File: src/rtl/booth4_pkg.sv
// ---------------------------------------------------------------------------
// booth4_pkg
// Shared definitions for the radix-4 Booth multiplier slice.
//   - state_t        : controller states FREE / ON / END
//   - booth_digit_t  : signed radix-4 digit in the range -2..+2
//   - width constants: operand (8), product (16), iterations (5), and the
//                      derived multiplicand / multiplier / accumulator widths
//   - scale_mcand()  : digit x multiplicand, sign-extended to accumulator width
// Used by booth4_mul and booth_encode. The optional overflow flag is enabled
// with the BOOTH4_MUL_OVF_EN macro in booth4_mul.
// ---------------------------------------------------------------------------
package booth4_pkg;

  localparam int OPERAND_W  = 8;
  localparam int PRODUCT_W  = 16;
  localparam int ITERATIONS = 5;

  // One guard bit so unsigned operands stay positive after sign extension.
  localparam int MCAND_W  = OPERAND_W + 1;
  // Extended multiplier plus the implicit zero below its LSB.
  localparam int MPLIER_W = OPERAND_W + 2;
  localparam int ACC_W    = 18;

  // Iteration counter runs ITERATIONS-1 down to 0.
  localparam logic [2:0] CNT_INIT = 3'(ITERATIONS - 1);

  typedef enum logic [1:0] {
    FREE = 2'd0,
    ON   = 2'd1,
    END  = 2'd2
  } state_t;

  typedef logic signed [2:0] booth_digit_t;

  // Partial product for one Booth digit, already sign-extended to the
  // accumulator width so it can be added directly.
  function automatic logic [ACC_W-1:0] scale_mcand(input booth_digit_t digit,
                                                   input logic [MCAND_W-1:0] mcand);
    logic [ACC_W-1:0] ext;
    logic [ACC_W-1:0] res;
    ext = {{(ACC_W - MCAND_W){mcand[MCAND_W-1]}}, mcand};
    case (digit)
      3'sd1:   res = ext;
      3'sd2:   res = ext << 1;
      -3'sd1:  res = -ext;
      -3'sd2:  res = -(ext << 1);
      default: res = '0;
    endcase
    return res;
  endfunction

endpackage

File: src/rtl/booth_encode.sv
// ---------------------------------------------------------------------------
// booth_encode
// Combinational radix-4 Booth recoder: maps a multiplier triplet
// {y[2i+1], y[2i], y[2i-1]} onto a signed digit in -2..+2.
// Ports:
//   triplet : in  [2:0] multiplier bit triplet, MSB first
//   digit   : out booth_digit_t recoded signed digit
// ---------------------------------------------------------------------------
module booth_encode
  import booth4_pkg::*;
(
  input  logic [2:0]   triplet,
  output booth_digit_t digit
);

  // Standard radix-4 recoding table; runs of equal bits contribute nothing.
  always_comb begin
    digit = 3'sd0;
    case (triplet)
      3'b000, 3'b111: digit = 3'sd0;
      3'b001, 3'b010: digit = 3'sd1;
      3'b011:         digit = 3'sd2;
      3'b100:         digit = -3'sd2;
      3'b101, 3'b110: digit = -3'sd1;
      default:        digit = 3'sd0;
    endcase
  end

endmodule

File: src/rtl/booth4_mul.sv
// ---------------------------------------------------------------------------
// booth4_mul
// Sequential 8x8 radix-4 Booth multiplier, signed or unsigned per request.
// One request is accepted in FREE; five ON cycles retire one Booth digit each;
// END registers the product and pulses ready.
// Ports:
//   clock     : in  rising-edge clock
//   reset     : in  asynchronous active-high reset
//   start     : in  request, only honoured in FREE
//   is_signed : in  1 = two's-complement operands, 0 = unsigned
//   a, b      : in  [7:0] multiplicand / multiplier, sampled on acceptance
//   ready     : out one-cycle pulse when p carries a new product
//   busy      : out high whenever the controller is not in FREE
//   p         : out [15:0] product, held until the next accepted request
//   ovf       : out product does not fit in 8 bits (only with macro
//               BOOTH4_MUL_OVF_EN defined)
// ---------------------------------------------------------------------------
module booth4_mul
  import booth4_pkg::*;
(
  input  logic                 clock,
  input  logic                 reset,
  input  logic                 start,
  input  logic                 is_signed,
  input  logic [OPERAND_W-1:0] a,
  input  logic [OPERAND_W-1:0] b,
  output logic                 ready,
  output logic                 busy,
  output logic [PRODUCT_W-1:0] p
`ifdef BOOTH4_MUL_OVF_EN
  ,
  output logic                 ovf
`endif
);

  state_t                     state;
  logic [2:0]                 cnt;
  logic [MCAND_W-1:0]         mcand;
  logic [MPLIER_W-1:0]        mreg;
  logic [ACC_W-1:0]           acc;
  logic [2:0]                 triplet;
  booth_digit_t               digit;
  logic [ACC_W-1:0]           acc_sum;
  logic signed [ACC_W+MPLIER_W-1:0] pair_next;

  assign busy = (state != FREE);

  // The accumulator and multiplier shift as one register pair, so by the last
  // digit the top of mreg already holds product bits. That last triplet needs
  // y9, which is just the sign of the extended multiplier (y8), so it is
  // rebuilt from the two multiplier bits still in place.
  assign triplet = (cnt == 3'd0) ? {mreg[1], mreg[1:0]} : mreg[2:0];

  booth_encode u_encode (
    .triplet (triplet),
    .digit   (digit)
  );

  // Add the digit's partial product into the upper half, then shift the pair
  // right by one radix-4 position, keeping the sign.
  assign acc_sum   = acc + scale_mcand(digit, mcand);
  assign pair_next = $signed({acc_sum, mreg}) >>> 2;

`ifdef BOOTH4_MUL_OVF_EN
  logic                         sign_r;
  logic [ACC_W-1:0]             product_full;

  // After five shifts the full 18-bit product sits across acc[7:0] and mreg.
  assign product_full = {acc[7:0], mreg};

  // Overflow flag: signed products must fit -128..127, unsigned 0..255.
  always_ff @(posedge clock or posedge reset) begin
    if (reset) begin
      sign_r <= 1'b0;
      ovf    <= 1'b0;
    end else begin
      if (state == FREE && start) begin
        sign_r <= is_signed;
      end
      if (state == END) begin
        if (sign_r) begin
          ovf <= !((&product_full[ACC_W-1:7]) || (~|product_full[ACC_W-1:7]));
        end else begin
          ovf <= |product_full[ACC_W-1:8];
        end
      end
    end
  end
`endif

  // Controller and datapath: capture operands on acceptance, iterate five
  // digits in ON, publish the product and pulse ready from END.
  always_ff @(posedge clock or posedge reset) begin
    if (reset) begin
      state <= FREE;
      cnt   <= CNT_INIT;
      ready <= 1'b0;
      p     <= '0;
      acc   <= '0;
      mcand <= '0;
      mreg  <= '0;
    end else begin
      ready <= 1'b0;
      case (state)
        FREE: begin
          if (start) begin
            mcand <= {(is_signed & a[OPERAND_W-1]), a};
            mreg  <= {(is_signed & b[OPERAND_W-1]), b, 1'b0};
            acc   <= '0;
            cnt   <= CNT_INIT;
            state <= ON;
          end
        end
        ON: begin
          {acc, mreg} <= pair_next;
          if (cnt == 3'd0) begin
            state <= END;
          end else begin
            cnt <= cnt - 3'd1;
          end
        end
        END: begin
          p     <= {acc[5:0], mreg};
          ready <= 1'b1;
          cnt   <= CNT_INIT;
          state <= FREE;
        end
        default: begin
          state <= FREE;
        end
      endcase
    end
  end

endmodule

File: config.mk
export PLATFORM = sky130hd
export DESIGN_NAME = booth4_mul
export DESIGN_NICKNAME = d
export VERILOG_FILES = /design/src/rtl/booth4_pkg.sv /design/src/rtl/booth_encode.sv /design/src/rtl/booth4_mul.sv
export SDC_FILE = /design/constraint.sdc
export NUM_CORES = 1
export LEC_CHECK = 0
export ABC_AREA = 1
export CAP_MARGIN = 20
export CORE_MARGIN = 1.5
export CORE_UTILIZATION = 46
export CTS_CLUSTER_SIZE = 25
export DETAILED_ROUTE_END_ITERATION = 7
export PLACE_DENSITY = 0.71
export SKIP_LAST_GASP = 1
export SYNTH_ARGS = -nofsm -noshare
export SYNTH_HDL_FRONTEND = slang
export SYNTH_SLANG_ARGS = --single-unit
File: constraint.sdc
create_clock -name clock -period 3.6 [get_ports clock]
set_input_delay 0.36 -clock clock [delete_from_list [all_inputs] [get_ports clock]]
set_output_delay 0.36 -clock clock [all_outputs]
set_load 0.01 [all_outputs]
# ---- Yosys cells after proc, flatten, opt, wreduce, memory -nomap -nowiden
# Memories as Yosys holds them, arrays and structs flattened.
# Cells that the tools add are included.
dict set report totals {
  output_inout_bits 18
  ram_bits 0
  in_bits 20
  mem_bits_ro 24
  regBits 59
  wordCells 45
  n_memories 1
  latch_bits 0
}
# name words width read_ports rd_clocked_by_memory_dff wr line
set memory_table {}
lappend memory_table {{(no name shown)} 8 3 1 0 0 booth_encode.sv:19} ;# case (triplet)
dict set report classes {
  bitwise_logic 2
  order_cmp 0
  shift 0
  n_reduce_logical 9
  eq_ne 9
  mul 0
  n_div 0
  mux 13
  add_sub_neg 4
}
# cell count
set op_table {}
lappend op_table {{case mux 18 bit (4 select lines)} 1}
lappend op_table {{negation 18 bit} 2}
lappend op_table {{case mux 18 bit (2 select lines)} 1}
lappend op_table {{case mux 10 bit (2 select lines)} 1}
lappend op_table {{adder 18 bit} 1}
lappend op_table {{2-to-1 mux 18 bit} 1}
lappend op_table {{2-to-1 mux 10 bit} 1}
lappend op_table {{2-to-1 mux 3 bit} 3}
lappend op_table {{case mux 3 bit (3 select lines)} 1}
lappend op_table {{equality test 3 bit, second input constant} 2}
lappend op_table {{!= test 2 bit, second input constant} 3}
lappend op_table {{AND reduction 2 bit} 3}
lappend op_table {{2-to-1 mux 2 bit} 2}
lappend op_table {{case mux 2 bit (2 select lines)} 1}
lappend op_table {{nonzero test 2 bit} 2}
lappend op_table {{equality test 3 x 1 -> 1 bit, second input constant} 1}
lappend op_table {{equality test 3 x 2 -> 1 bit, second input constant} 1}
lappend op_table {{logical NOT 3 bit} 1}
lappend op_table {{AND reduction 3 bit} 1}
lappend op_table {{nonzero test 3 bit} 1}
lappend op_table {{subtractor 3 x 1 -> 3 bit, second input constant} 1}
lappend op_table {{bitwise AND 1 bit} 2}
lappend op_table {{equality test 2 x 1 -> 1 bit, second input constant} 1}
lappend op_table {{equality test 2 bit, second input constant} 1}
lappend op_table {{other kinds (2)} 2}

# ---- Logic depth before layout (Yosys ltp)
# Gate-level depths: netlist (run 1).
# An unclocked memory read counts as a cell.
dict set report depth {
  word_depth 7
  ltp_mapped 23
  ltp_nobuf 22
}

# ---- Cells and area by module
# Synthesis (run 1) repeated with hierarchy kept, for this count alone.
dict set report hier_totals {
  hier_cells 492
  area_unflattened_um2 3698.5
}
# mod n_inst seq_area_each_um2 cells_per_inst area_each_um2
set by_module_without_submodules {}
lappend by_module_without_submodules {booth4_mul 1 1427.6 484 3651.0}
lappend by_module_without_submodules {booth_encode 1 0.0 8 47.5}

# ---- Worst setup path after synthesis (run 1)
# Ideal clock, no wire load.
dict set report synth_timing {
  path_kind {flip-flop to flip-flop}
  startpoint {register cnt[0]}
  endpoint {register acc[8]}
  synth_period_minus_slack_ns 2.677
  path_buffers 1
  t_required_ns 3.477
  setup_time_ns 0.123
  setup_slack_ns 0.923
  path_stages_with_launch 22
  arrival_time_ns 2.554
  path_cell_list {dfrtp_1 inv_1 ha_1 nand2_2 nand2_4 nand2_4 nand3_4 buf_2 o22ai_1 inv_1 o221ai_1 fa_1 nand2_1 nand2_1 o21ai_2 inv_1 nand2_1 nand2_1 nand2_1 nand2_1 o21ai_0 nand2_1}
}
dict set report synth_between {
  elab_chain_cells 7
  word_cells_on_any_way 10
  classes_between {add/sub: 1; eq/ne: 4; mux: 3; reduce/logical: 1; memory: 1}
}
# item line
set synth_lines {}
lappend synth_lines {{from (decl)} booth4_mul.sv:37} ;# logic [2:0] cnt;
lappend synth_lines {{from (signal assigned)} booth4_mul.sv:119} ;# cnt <= cnt - 3'd1;
lappend synth_lines {{logical NOT 3 bit *} booth4_mul.sv:52} ;# assign triplet = (cnt == 3'd0) ? {mreg[1], mreg[1:0]} : mreg[2:0];
lappend synth_lines {{2-to-1 mux 3 bit *} booth4_mul.sv:52}
lappend synth_lines {{memory read (8 x 3 bit) *} --}
lappend synth_lines {{equality test 3 bit (tied with other cells)} booth4_pkg.sv:42} ;# case (digit)
lappend synth_lines {{case mux 18 bit (4 select lines) *} booth4_pkg.sv:42}
lappend synth_lines {{adder 18 bit *} booth4_mul.sv:61} ;# assign acc_sum = acc + scale_mcand(digit, mcand);
lappend synth_lines {{case mux 18 bit (2 select lines) *} booth4_mul.sv:104} ;# case (state)
lappend synth_lines {{to (signal assigned)} booth4_mul.sv:115} ;# {acc, mreg} <= pair_next;
lappend synth_lines {{to (decl)} booth4_mul.sv:40} ;# logic [ACC_W-1:0] acc;
# Every way passes the cells marked *; elsewhere a longest branch is shown, timed or not.
# A chain may end at the register's enable or synchronous reset.

# ---- Worst setup path after layout (run 1)
dict set report layout_timing {
  startpoint {register mcand[0]}
  endpoint {register acc[16]}
}
dict set report layout_between {
  elab_chain_cells 4
  word_cells_on_any_way 5
  classes_between {add/sub: 3; mux: 2}
}
# item line
set layout_lines {}
lappend layout_lines {{from (decl)} booth4_mul.sv:38} ;# logic [MCAND_W-1:0] mcand;
lappend layout_lines {{from (signal assigned)} booth4_mul.sv:107} ;# mcand <= {(is_signed & a[OPERAND_W-1]), a};
lappend layout_lines {{negation 18 bit, on equally long branches} {booth4_pkg.sv:45, booth4_pkg.sv:46}}
lappend layout_lines {{case mux 18 bit (4 select lines) *} booth4_pkg.sv:42}
lappend layout_lines {{adder 18 bit *} booth4_mul.sv:61}
lappend layout_lines {{case mux 18 bit (2 select lines) *} booth4_mul.sv:104}
# Marks and branches as above.

==> impl_metrics.yaml, run 1 <==
status:
  status: "complete, no violations"
clock_network:
  cts_hold_buf: 0
  clock_sinks: 57
  clk_latency_ps: 350
  root_buffer: "clkbuf_8"
  htree_levels: 3
  cts_buffers: 9
  cts-resized-gates: 0
  postCtsSetupBuffers: 0
  cts_tree: "built"
  clk_path_buf_depth: 2
  clk_pin_slew_ps: 70
sta:
  fin_skew_ps: 14.6
  final.period_utilization: 0.875
  maxSlewViolCount: 0
  worstMarginPinSlew_ps: 801
  rsz0062_at_grt: "no"
  hold_viol_final: 0
  tns_ps: 0
  timing.final.crit_period_ps: 3150
  setup_viol: 0
  clock.fmax_mhz: 317
  relSlewSlack: 0.465
routing:
  drt-total-wl_um: 9180
  wl_per_cell_um: 14.5
  first_pass_iters: 4
  drt_first_iter_violations: 126
  drc: 0
  vias: 3388
  drt.antenna.violating_nets: 0
  viasPerCell: 5.34
critical_path:
  path_max_fanout: 6
  end_kind: "register"
  required_ps: 3840
  start_kind: "register"
  worstPathArrival_ps: 3390
  path_class: "register to register"
finish:
  antenna_cells: 0
  final_cell_mix: "nand2_1, dfrtp_1, inv_1"
  drive_gt1_frac: 0.101
  multi_input_area_um2: 2060
  layout.nets: 572
  area_growth_pct: 17.3
  fill_cells: 776
  seq_area_um2: 1430
  final_common_cell: "nand2_1"
placed_design:
  hpwl_um: 7050
  port_buffers: 37
  routabilityCongestion: 0.925
hold_path:
  hold_path.class: "primary input to async pin"
run:
  maxCapViolations: 0
floorplanning:
  die_area_um2: 8750
  initial_core_util: 0.481
  io_pins: 38
  rows: 32
  die_w_um: 93.6
  fp.dieH_um: 93.6
  coreArea_um2: 7850
global_route:
  grt_start_max_net_pins: 40
  grt_pass1_vias: 3383
  track_usage: 0.236
  grt_overflow: 0
  grt_pass1_wl_um: 16000
  antenna_found_initial: 0
synthesis:
  synth_top_area_frac: 0.371
  netlist_area_um2: 3770
  synth_area_leaders: "dfrtp_1, nand2_1, ha_1, o21ai_0, inv_1"
  yosys_warnings: 0
  synth_seq_cells: 57
  yosysSeqAreaShare: 0.378
  postSynthCellCount: 488
  synth_top_area_cell: "dfrtp_1"
  postSynthAreaPerCell_um2: 7.73
  yosysUniqueCellTypes: 43
  synth_nets: 532
[path summary, 6_finish.rpt]
check / to / cells past startpoint / slack [ps] / start
min in group clock: ready / 1 / 470 / state[0]
min reg2reg: ready / 1 / 470 / state[0]
min: p[7] / 2 / 470 / reset
max reg2reg: acc[16] / 17 / 450 / mcand[0]
max in group asynchronous: cnt[2] / 3 / 2310 / reset
max: acc[16] / 17 / 450 / mcand[0]
[cell families (layout without fill, tap and decap cells)]
family                   Yosys count  count (layout)  synth area share
AND/OR/NAND/NOR                  216             216             0.272
AO/OA/AOI/OAI                    112             112             0.176
buffers and inverters             72             117            0.0756
flip-flops                        57              57             0.378
adder cells (fa/ha/maj)           24              24            0.0816
XOR/XNOR                           7               7            0.0163
[Yosys cell counts (all sizes together)]
cell	number
a21boi	2
a211oi	2
dfrtp	56
nand4	3
ha	23
xor2	4
o21ai	58
buf	5
a21o	1
clkbuf	4
or2	1
nor3	11
inv	63
nor2	44
xnor2	3
nand3	28
nand3b	1
o22ai	7
nand2	128
dfstp	1
o211ai	1
o2111ai	5
fa	1
a21oi	25
o21bai	1
o221ai	3
a221oi	7
[area by class of cell]
type | count | share of cell area
Multi-Input combinational cell | 359 | 0.465
Inverter | 63 | 0.0535
Clock buffer | 10 | 0.0288
Timing Repair Buffer | 38 | 0.0854
Tap cell | 102 | 0.0288
Clock inverter | 6 | 0.0153
Sequential cell | 57 | 0.323
[worst max-delay path, cell delays in order (launching register included)]
cell and delay (ps):
dfrtp_1 380, inv_1 180, ha_1 240, nand4_1 170
nor2_1 120, nand2_1 80, ha_1 300, o2111ai_1 270
ha_1 330, a21oi_1 200, a21boi_2 220, nand2_1 110
nand2_1 90, nand2_1 50, nor2_1 110, nand3_2 80
nand3_1 60, nand2_1 50
[sequential cells by signal, summed over array words and instances, names as in the netlist]
register,flops
acc,16
cnt,3
mcand,9
p,16
state,2
ready,1
mreg,10
[stage by stage]
| stage | hold WS [ps] | cell area (um2) | setup slack, ps | util | cells |
|---|---|---|---|---|---|
| 6_report | 470 | 4420 | 449 | 0.564 | 635 |
| 2_1_floorplan | 435 | 3770 | 923 | - | 488 |
| 5_1_grt | 490 | 4420 | 73.2 | 0.564 | 635 |
| 3_5_place_dp | 467 | 4230 | 446 | 0.539 | 619 |
| 4_1_cts | 477 | 4420 | 417 | 0.564 | 635 |
| 3_3_place_gp | 454 | 4230 | 492 | 0.539 | 619 |
[routing by layer]
layer  global-route usage  vias to the layer above  part of all wire
li1                     -                     1711                 -
met1                0.309                     1555              0.47
met2                0.373                      102              0.46
met3               0.0585                       20             0.055
met4               0.0970                        0             0.025
met5                    0                        -                 0
Power of run 1 is left out: the tool's default activity adds up to more than one toggle a clock period on the data nets, which glitch-free logic cannot reach.
==> run 2, diff against run 1 <==
Settings changed: CTS_BUF_LIST set to sky130_fd_sc_hd__clkbuf_2.
==> run 2 against run 1 <==
Wire length down 0.99%. Final cell count is the same. Utilization shrank 0.99 points. Critical path depth stayed put. Final area down 1.8%. Worst hold slack got worse by 180 ps. Clock-buffer cell count did not move. Non-clock buffer count is the same. Maximum frequency about the same. Die area did not move. Via count rose by 0.15%. Critical path type unchanged. Highest routed layer unchanged.
==> impl_metrics.yaml, run 2 (synthesis gave the netlist of run 1 again) <==
status:
  status: "complete, no violations"
critical_path:
  startpoint: "mcand[0]"
  rr_startpoint: "mcand[0]"
  required_ps: 4010
  start_kind: "register"
  path_max_fanout: 6
  reg2reg_depth: 17
  cp.depth: 17
  end_kind: "register"
  reg2reg_to: "acc[16]"
  path_delay_family: "simple AND/OR/NAND/NOR gates"
  worstPathBufferInverterCount: 1
  slowest_stage: "dfrtp_1"
  worstPathCellList: "inv_1 -> ha_1 -> nand4_1 -> nor2_1 -> nand2_1 -> ha_1 -> o2111ai_1 -> ha_1 -> a21oi_1 -> a21boi_2 -> nand2_1 -> nand2_1 -> nand2_1 -> nor2_1 -> nand3_2 -> nand3_1 -> nand2_1"
  path_class: "register to register"
  worstPathArrival_ps: 3560
  path_common_cell: "nand2_1"
  reg2reg_setup_slack_ps: 450
  crit_end: "acc[16]"
  cpPeakStageDelay_ps: 420
global_route:
  grt_start_max_net_pins: 40
  track_usage: 0.233
  grt_pass1_wl_um: 15800
  grt_pass1_vias: 3351
  antenna_found_initial: 0
  grt_overflow: 0
clock_network:
  root_buffer: "clkbuf_2"
  clk_latency_ps: 510
  htree_levels: 3
  cts_tree: "built"
  clk_pin_slew_ps: 180
  clk_path_buf_depth: 2
  cts-resized-gates: 0
  clock_sinks: 57
  cts_buffers: 9
  postCtsSetupBuffers: 0
  cts_hold_buf: 0
routing:
  drt-total-wl_um: 9090
  first_pass_iters: 4
  drc: 0
  vias: 3393
  drt_first_iter_violations: 209
  drt.antenna.violating_nets: 0
  viasPerCell: 5.34
  wl_per_cell_um: 14.3
floorplanning:
  io_pins: 38
  rows: 32
  die_area_um2: 8750
  fp.dieH_um: 93.6
  coreArea_um2: 7850
  initial_core_util: 0.481
  die_w_um: 93.6
sta:
  worstMarginPinSlew_ps: 798
  holdWs_ps: 290
  relSlewSlack: 0.468
  setup_viol: 0
  timing.final.crit_period_ps: 3150
  tns_ps: 0
  hold_viol_final: 0
  final.period_utilization: 0.876
  maxSlewViolCount: 0
  fin_skew_ps: 31.2
  clock.fmax_mhz: 317
  rsz0062_at_grt: "no"
placed_design:
  placed_cell_area_um2: 4230
  port_buffers: 37
  hpwl_um: 7050
  placed_cells: 619
  routabilityCongestion: 0.925
finish:
  final_cell_mix: "nand2_1, dfrtp_1, inv_1"
  drive_gt1_frac: 0.103
  fill_cells: 781
  largestRegisters: "acc x16, p x16, mreg x10"
  stdcell_count: 635
  area_growth_pct: 15.2
  antenna_cells: 0
  stdcell_area_um2: 4350
  final_common_cell: "nand2_1"
  layout.nets: 572
run:
  maxCapViolations: 0
hold_path:
  hold_path.class: "primary input to async pin"
[run 2: cell count changes in the layout (fill, tap and decap cells not counted)]
cell	before	now
clkbuf_2	0	10
clkbuf_8	9	0
clkbuf_1	1	0
[run 2: how the worst min path moves through the flow]
stage / slack [ps] / endpoint / start / depth (start not counted)
floorplan: 440 / ready / state[0] / 1
global placement: 450 / ready / state[0] / 1
detailed placement: 470 / ready / state[0] / 1
CTS: 290 / acc[1] / reset / 2
global route: 330 / acc[1] / reset / 2
finish: 290 / p[7] / reset / 2
[run 2: routing by layer]
metal  GRT usage  wire length (um)  vias up  part of all wire
met4      0.0945               212        0             0.023
met2       0.370              4150       92              0.46
met3      0.0528               432       23             0.048
met5           0                 0        -                 0
li1            -                 -     1721                 -
met1       0.306              4300     1557              0.47
[run 2: layout make-up]
class	count	area [um2]	share of cell area
multi-input cells	359	2060	0.474
flip-flops and latches	57	1430	0.328
repair buffers	38	378	0.0869
inverters	63	236	0.0544
well taps	102	128	0.0294
clock inverters	6	67.6	0.0155
clock buffers	10	50.0	0.0115
[run 2: worst register-to-register path, stage by stage (launching register included)]
cell,delay (ps)
dfrtp_1,420
inv_1,180
ha_1,240
nand4_1,160
nor2_1,120
nand2_1,80
ha_1,300
o2111ai_1,250
ha_1,330
a21oi_1,200
a21boi_2,220
nand2_1,110
nand2_1,90
nand2_1,50
nor2_1,110
nand3_2,80
nand3_1,60
nand2_1,50
[run 2: per-stage QoR]
| step | setup slack, ps | utilization |
|---|---|---|
| finish | 447 | 0.554 |
| global route | 107 | 0.554 |
| CTS | 417 | 0.554 |
| detailed placement | 446 | 0.539 |
| global placement | 492 | 0.539 |
| floorplan | 923 | - |
Power of run 2 is left out for the same reason.
==> RTL edit 1, RTL diff (settings of run 2) <==
Set the package constant `ACC_W` to 26 (it was 18).
--- a/src/rtl/booth4_pkg.sv
+++ b/src/rtl/booth4_pkg.sv
@@ -19,7 +19,7 @@
   localparam int MCAND_W  = OPERAND_W + 1;
   // Extended multiplier plus the implicit zero below its LSB.
   localparam int MPLIER_W = OPERAND_W + 2;
-  localparam int ACC_W    = 18;
+  localparam int ACC_W    = 26;
 
   // Iteration counter runs ITERATIONS-1 down to 0.
   localparam logic [2:0] CNT_INIT = 3'(ITERATIONS - 1);
Behaviour: same outputs for any inputs over 4 cycles, from zero or initial values and one cycle with reset high; that may be too few to reach the edited logic, so the function may still have changed.
==> RTL edit 1 against run 2 <==
Routed wire length is 41% higher; design area grew 23%; maximum frequency decreased by 7.1%; worst setup slack worse by 240 ps; critical path type unchanged; cell count is 31% higher; synthesized area up 25%; largest cell class unchanged; sequential cell count up 8; count of clock-buffer cells in the layout unchanged.
Power is left out: the tool's default activity adds up to more than one toggle a clock period on the data nets, which glitch-free logic cannot reach.
==> RTL edit 1: results (changes against run 2) <==
* Run status: finished, final reports clean (unchanged)
* M2 GR Usage at 0.3792 (was 0.3702)
* Metal1 wirelength at 6125 um (was 4297 um)
* GP Congestion at 0.9847 (was 0.9250)
* R2r setup slk at 210 ps (was 450 ps)
* Met1 Use GR at 0.3365 (was 0.3060)
* R2R Path End: acc[21] (was acc[16])
* Pin count of the biggest net entering global routing at 44 (was 40)
* Setup Skew at 29.58 ps (was 31.23 ps)
* Vias/cell at 5.526 (was 5.343)
* Synth cell types at 45 (was 43)
* DPL Wire Length at 9843 um (was 7050 um)
* Met2 WL at 5711 um (was 4147 um)
* Synth Net Count at 702 (was 532)
* Vias in the first global route at 4380 (was 3351)
* Wire per inst at 15.48 um (was 14.31 um)
* Fin nets at 744 (was 572)
* Filler cell count at 968 (was 781)
* Post-place setup slack at 228.9 ps (was 446.2 ps)
* Met3 WL at 691 um (was 432 um)
* Worst endpoint data arrival time at 3860 ps (was 3560 ps)
* Biggest regs: acc (24), p (16), mreg (10) (was acc (16), p (16), mreg (10))
* Area contributors post-synth: dfrtp_1, nand2_1, ha_1, inv_1, o21ai_0 (was dfrtp_1, nand2_1, ha_1, o21ai_0, inv_1)
* Iteration-0 DRC Markers at 286 (was 209)
* Hold WS at 318.6 ps (was 290.2 ps)
* Register Area at 0.001628 mm^2 (was 0.001428 mm^2)
* Met3 GRT Util at 0.04198 (was 0.05285)
* Sequential share of the synthesized area at 0.3439 (was 0.3784)
* Clock-pin slew on the worst setup and hold paths at 220 ps (was 180 ps)
* Inst Count DP at 813 (was 619)
* Clock latency on the worst-skew pair at 540 ps (was 510 ps)
* Post-Layout Cell Count at 829 (was 635)
* Root buf cell: clkbuf_2 (unchanged)
* Layout cell share with drive strength beyond 1 at 0.08908 (was 0.1032)
* Placed Area at 0.005239 mm^2 (was 0.004229 mm^2)
* First-pass GRT wire length at 21270 um (was 15810 um)
* Top post-synthesis cells by count: nand2_1, inv_1, dfrtp_1 (was nand2_1, dfrtp_1, inv_1)
* Least-Margin Pin Slew at 948.6 ps (was 797.8 ps)
-- RTL edit 1: worst max-delay path, delay by kind of cell (launching register included) --
| kind | cells | cell delay, ps |
|---|---|---|
| simple gates | 8 | 980 |
| compound gates | 4 | 760 |
| fa+ha+maj | 3 | 950 |
| flops | 1 | 430 |
| buf+inv | 2 | 200 |
-- RTL edit 1: logic make-up after synthesis --
logic type,Yosys count,share of synthesized area
AOI/OAI and AO/OA,141,0.1774
xor gates and xnor gates,9,0.01665
adders and majority gates,33,0.08882
buffers and inverters,92,0.07930
DFF,65,0.3439
and+or+nand+nor,309,0.2939
-- RTL edit 1: area by class of cell --
| class | instances | share of cell area |
|---|---|---|
| clock buffers | 10 | 0.009357 |
| clock inverters | 6 | 0.008187 |
| inverters | 81 | 0.05731 |
| multi-input cells | 492 | 0.5134 |
| flip-flops and latches | 65 | 0.3043 |
| well taps | 133 | 0.03111 |
| repair buffers | 42 | 0.07626 |
==> RTL edit 2, RTL diff (flow settings as in run 2) <==
Without the edit above. Encoding of `state_t`: now one-hot (3 bits for 3 states).
--- a/src/rtl/booth4_pkg.sv
+++ b/src/rtl/booth4_pkg.sv
@@ -24,10 +24,10 @@
   // Iteration counter runs ITERATIONS-1 down to 0.
   localparam logic [2:0] CNT_INIT = 3'(ITERATIONS - 1);
 
-  typedef enum logic [1:0] {
-    FREE = 2'd0,
-    ON   = 2'd1,
-    END  = 2'd2
+  typedef enum logic [2:0] {
+    FREE = 3'b001,
+    ON   = 3'b010,
+    END  = 3'b100
   } state_t;
 
   typedef logic signed [2:0] booth_digit_t;
Formal check against the unedited RTL: no difference found for any inputs over 4 cycles, from zero or initial values and one cycle with reset high; so few cycles prove little.
==> RTL edit 2 against run 2 <==
Global-route usage shrank 0.33 points; maximum frequency shrank 3.5%; design area grew 1.8%; sequential share of layout area is essentially flat; worst setup slack lost 120 ps; routed wire length grew 0.67%; sequential cell count grew 1; non-clock buffer count grew 2; synthesized area grew 0.66%; highest routed layer unchanged.
==> RTL edit 2: results (changes against run 2) <==
* Run status: finished, final reports clean (unchanged)
* Static leakage at around 2.1 nW
* DPL Wire Length at 6770 um (was 7050 um)
* Met3 WL at 452 um (was 432 um)
* Mapped Cells at 500 (was 488)
* GP Congestion at 0.9549 (was 0.9250)
* Crit-path max FO at 12 (was 6)
* CTS buffer count at 9 (unchanged)
* Busiest grt layer: met2 (unchanged)
* Vias at 3524 (was 3393)
* Filler cell count at 743 (was 781)
* Synth Net Count at 544 (was 532)
* Layout cell share with drive strength beyond 1 at 0.09559 (was 0.1032)
* Worst endpoint data arrival time at 3700 ps (was 3560 ps)
* First-pass GRT wire length at 15790 um (was 15810 um)
* CP top delay family: simple AND/OR/NAND/NOR gates (unchanged)
* Synth Area in Adders at 0.08105 (was 0.08159)
* Final wirelength at 9150 um (was 9089 um)
* Post-Layout Cell Count at 646 (was 635)
* Iteration-0 DRC Markers at 215 (was 209)
* M2 GR Usage at 0.3738 (was 0.3702)
* Met1 Use GR at 0.2997 (was 0.3060)
* Slowest stage cell, crit path: dfrtp_1 (unchanged)
* Area contributors post-synth: dfrtp_1, nand2_1, ha_1, o21ai_0, inv_1 (unchanged)
* Relative slew slack at 0.4272 (was 0.4675)
* Compound-gate portion of the synthesized area at 0.1792 (was 0.1765)
* Metal1 wirelength at 4384 um (was 4297 um)
* GRT Util Overall at 0.2296 (was 0.2329)
* Placed Area at 0.004253 mm^2 (was 0.004229 mm^2)
* Initial antenna violation count at 0 (unchanged)
* Pin count of the biggest net entering global routing at 36 (was 40)
* Root buf cell: clkbuf_2 (unchanged)
* Post-CTS sizing at 0 (unchanged)
* Setup Skew at 22.64 ps (was 31.23 ps)
* Fin nets at 583 (was 572)
* Sequential share of the synthesized area at 0.3829 (was 0.3784)
* Post-place setup slack at 381.2 ps (was 446.2 ps)
* Met3 GRT Util at 0.04045 (was 0.05285)
* Predominant post-synthesis flop cell: dfrtp_1 (unchanged)
* Met2 WL at 4117 um (was 4147 um)
* Top post-synthesis cells by count: nand2_1, inv_1, dfrtp_1 (was nand2_1, dfrtp_1, inv_1)
* Inst Count DP at 630 (was 619)
* Vias in the first global route at 3441 (was 3351)
* Largest stage delay, worst path at roughly 430 ps
* XOR/XNOR Fraction of Synth Area at 0.02076 (was 0.01625)
* Post-CTS Setup Inserts at 0 (unchanged)
* Initial DRT Pass Iterations at 5 (was 4)
* Worst vdd rail ir drop at between 0.3 and 0.4 mV
RTL edit 2: layout make-up:
| cell class | count | area, um^2 | area share |
|---|---|---|---|
| Multi-Input combinational cell | 367 | 2042 | 0.4617 |
| Sequential cell | 58 | 1454 | 0.3287 |
| Timing Repair Buffer | 40 | 392.9 | 0.08883 |
| Inverter | 63 | 236.5 | 0.05347 |
| Tap cell | 102 | 127.6 | 0.02885 |
| Clock inverter | 7 | 125.1 | 0.02829 |
| Clock buffer | 9 | 45.04 | 0.01018 |
RTL edit 2: report_power, final:
| part | total, mW | switching, mW | internal, mW |
|---|---|---|---|
| Combinational | 2.71 | 1.74 | 0.976 |
| Clock | 0.578 | 0.271 | 0.307 |
| Sequential | 1.04 | 0.164 | 0.874 |
RTL edit 2: final timing paths:
kind                            startpoint  slack (ps)  depth (start not counted)        to
worst min register to register      cnt[0]         510                          1    cnt[0]
worst min-delay path                 reset         200                          2  mcand[0]
worst max register to register      cnt[0]         330                         20   acc[14]
max in group asynchronous            reset        2550                          3   mreg[0]
min in group clock                    a[4]         410                          3  mcand[4]
worst max-delay path                cnt[0]         330                         20   acc[14]
RTL edit 2: per-stage QoR:
step / util / power (mW)
after floorplan: - / 3.103
after global placement: 0.5419 / 3.671
after detailed placement: 0.5419 / 3.717
after CTS: 0.5636 / 4.318
after global routing: 0.5636 / 4.767
final: 0.5636 / 4.330
RTL edit 2: worst register-to-register path, cell delays in order (launching register included):
cell      delay (ps)
dfrtp_1          430
inv_1            100
ha_1             240
nand2_2          110
nand2_4           90
nand2_4           60
nand3_2          210
inv_1            130
a221oi_1         240
o21ai_0          170
ha_1             380
nand2_1           90
nand2_1           80
o21ai_1          130
inv_1            110
nand2_1           60
nand2_1          130
nand3_1          140
nand3_1          110
nand2_1           50
o21ai_1          140
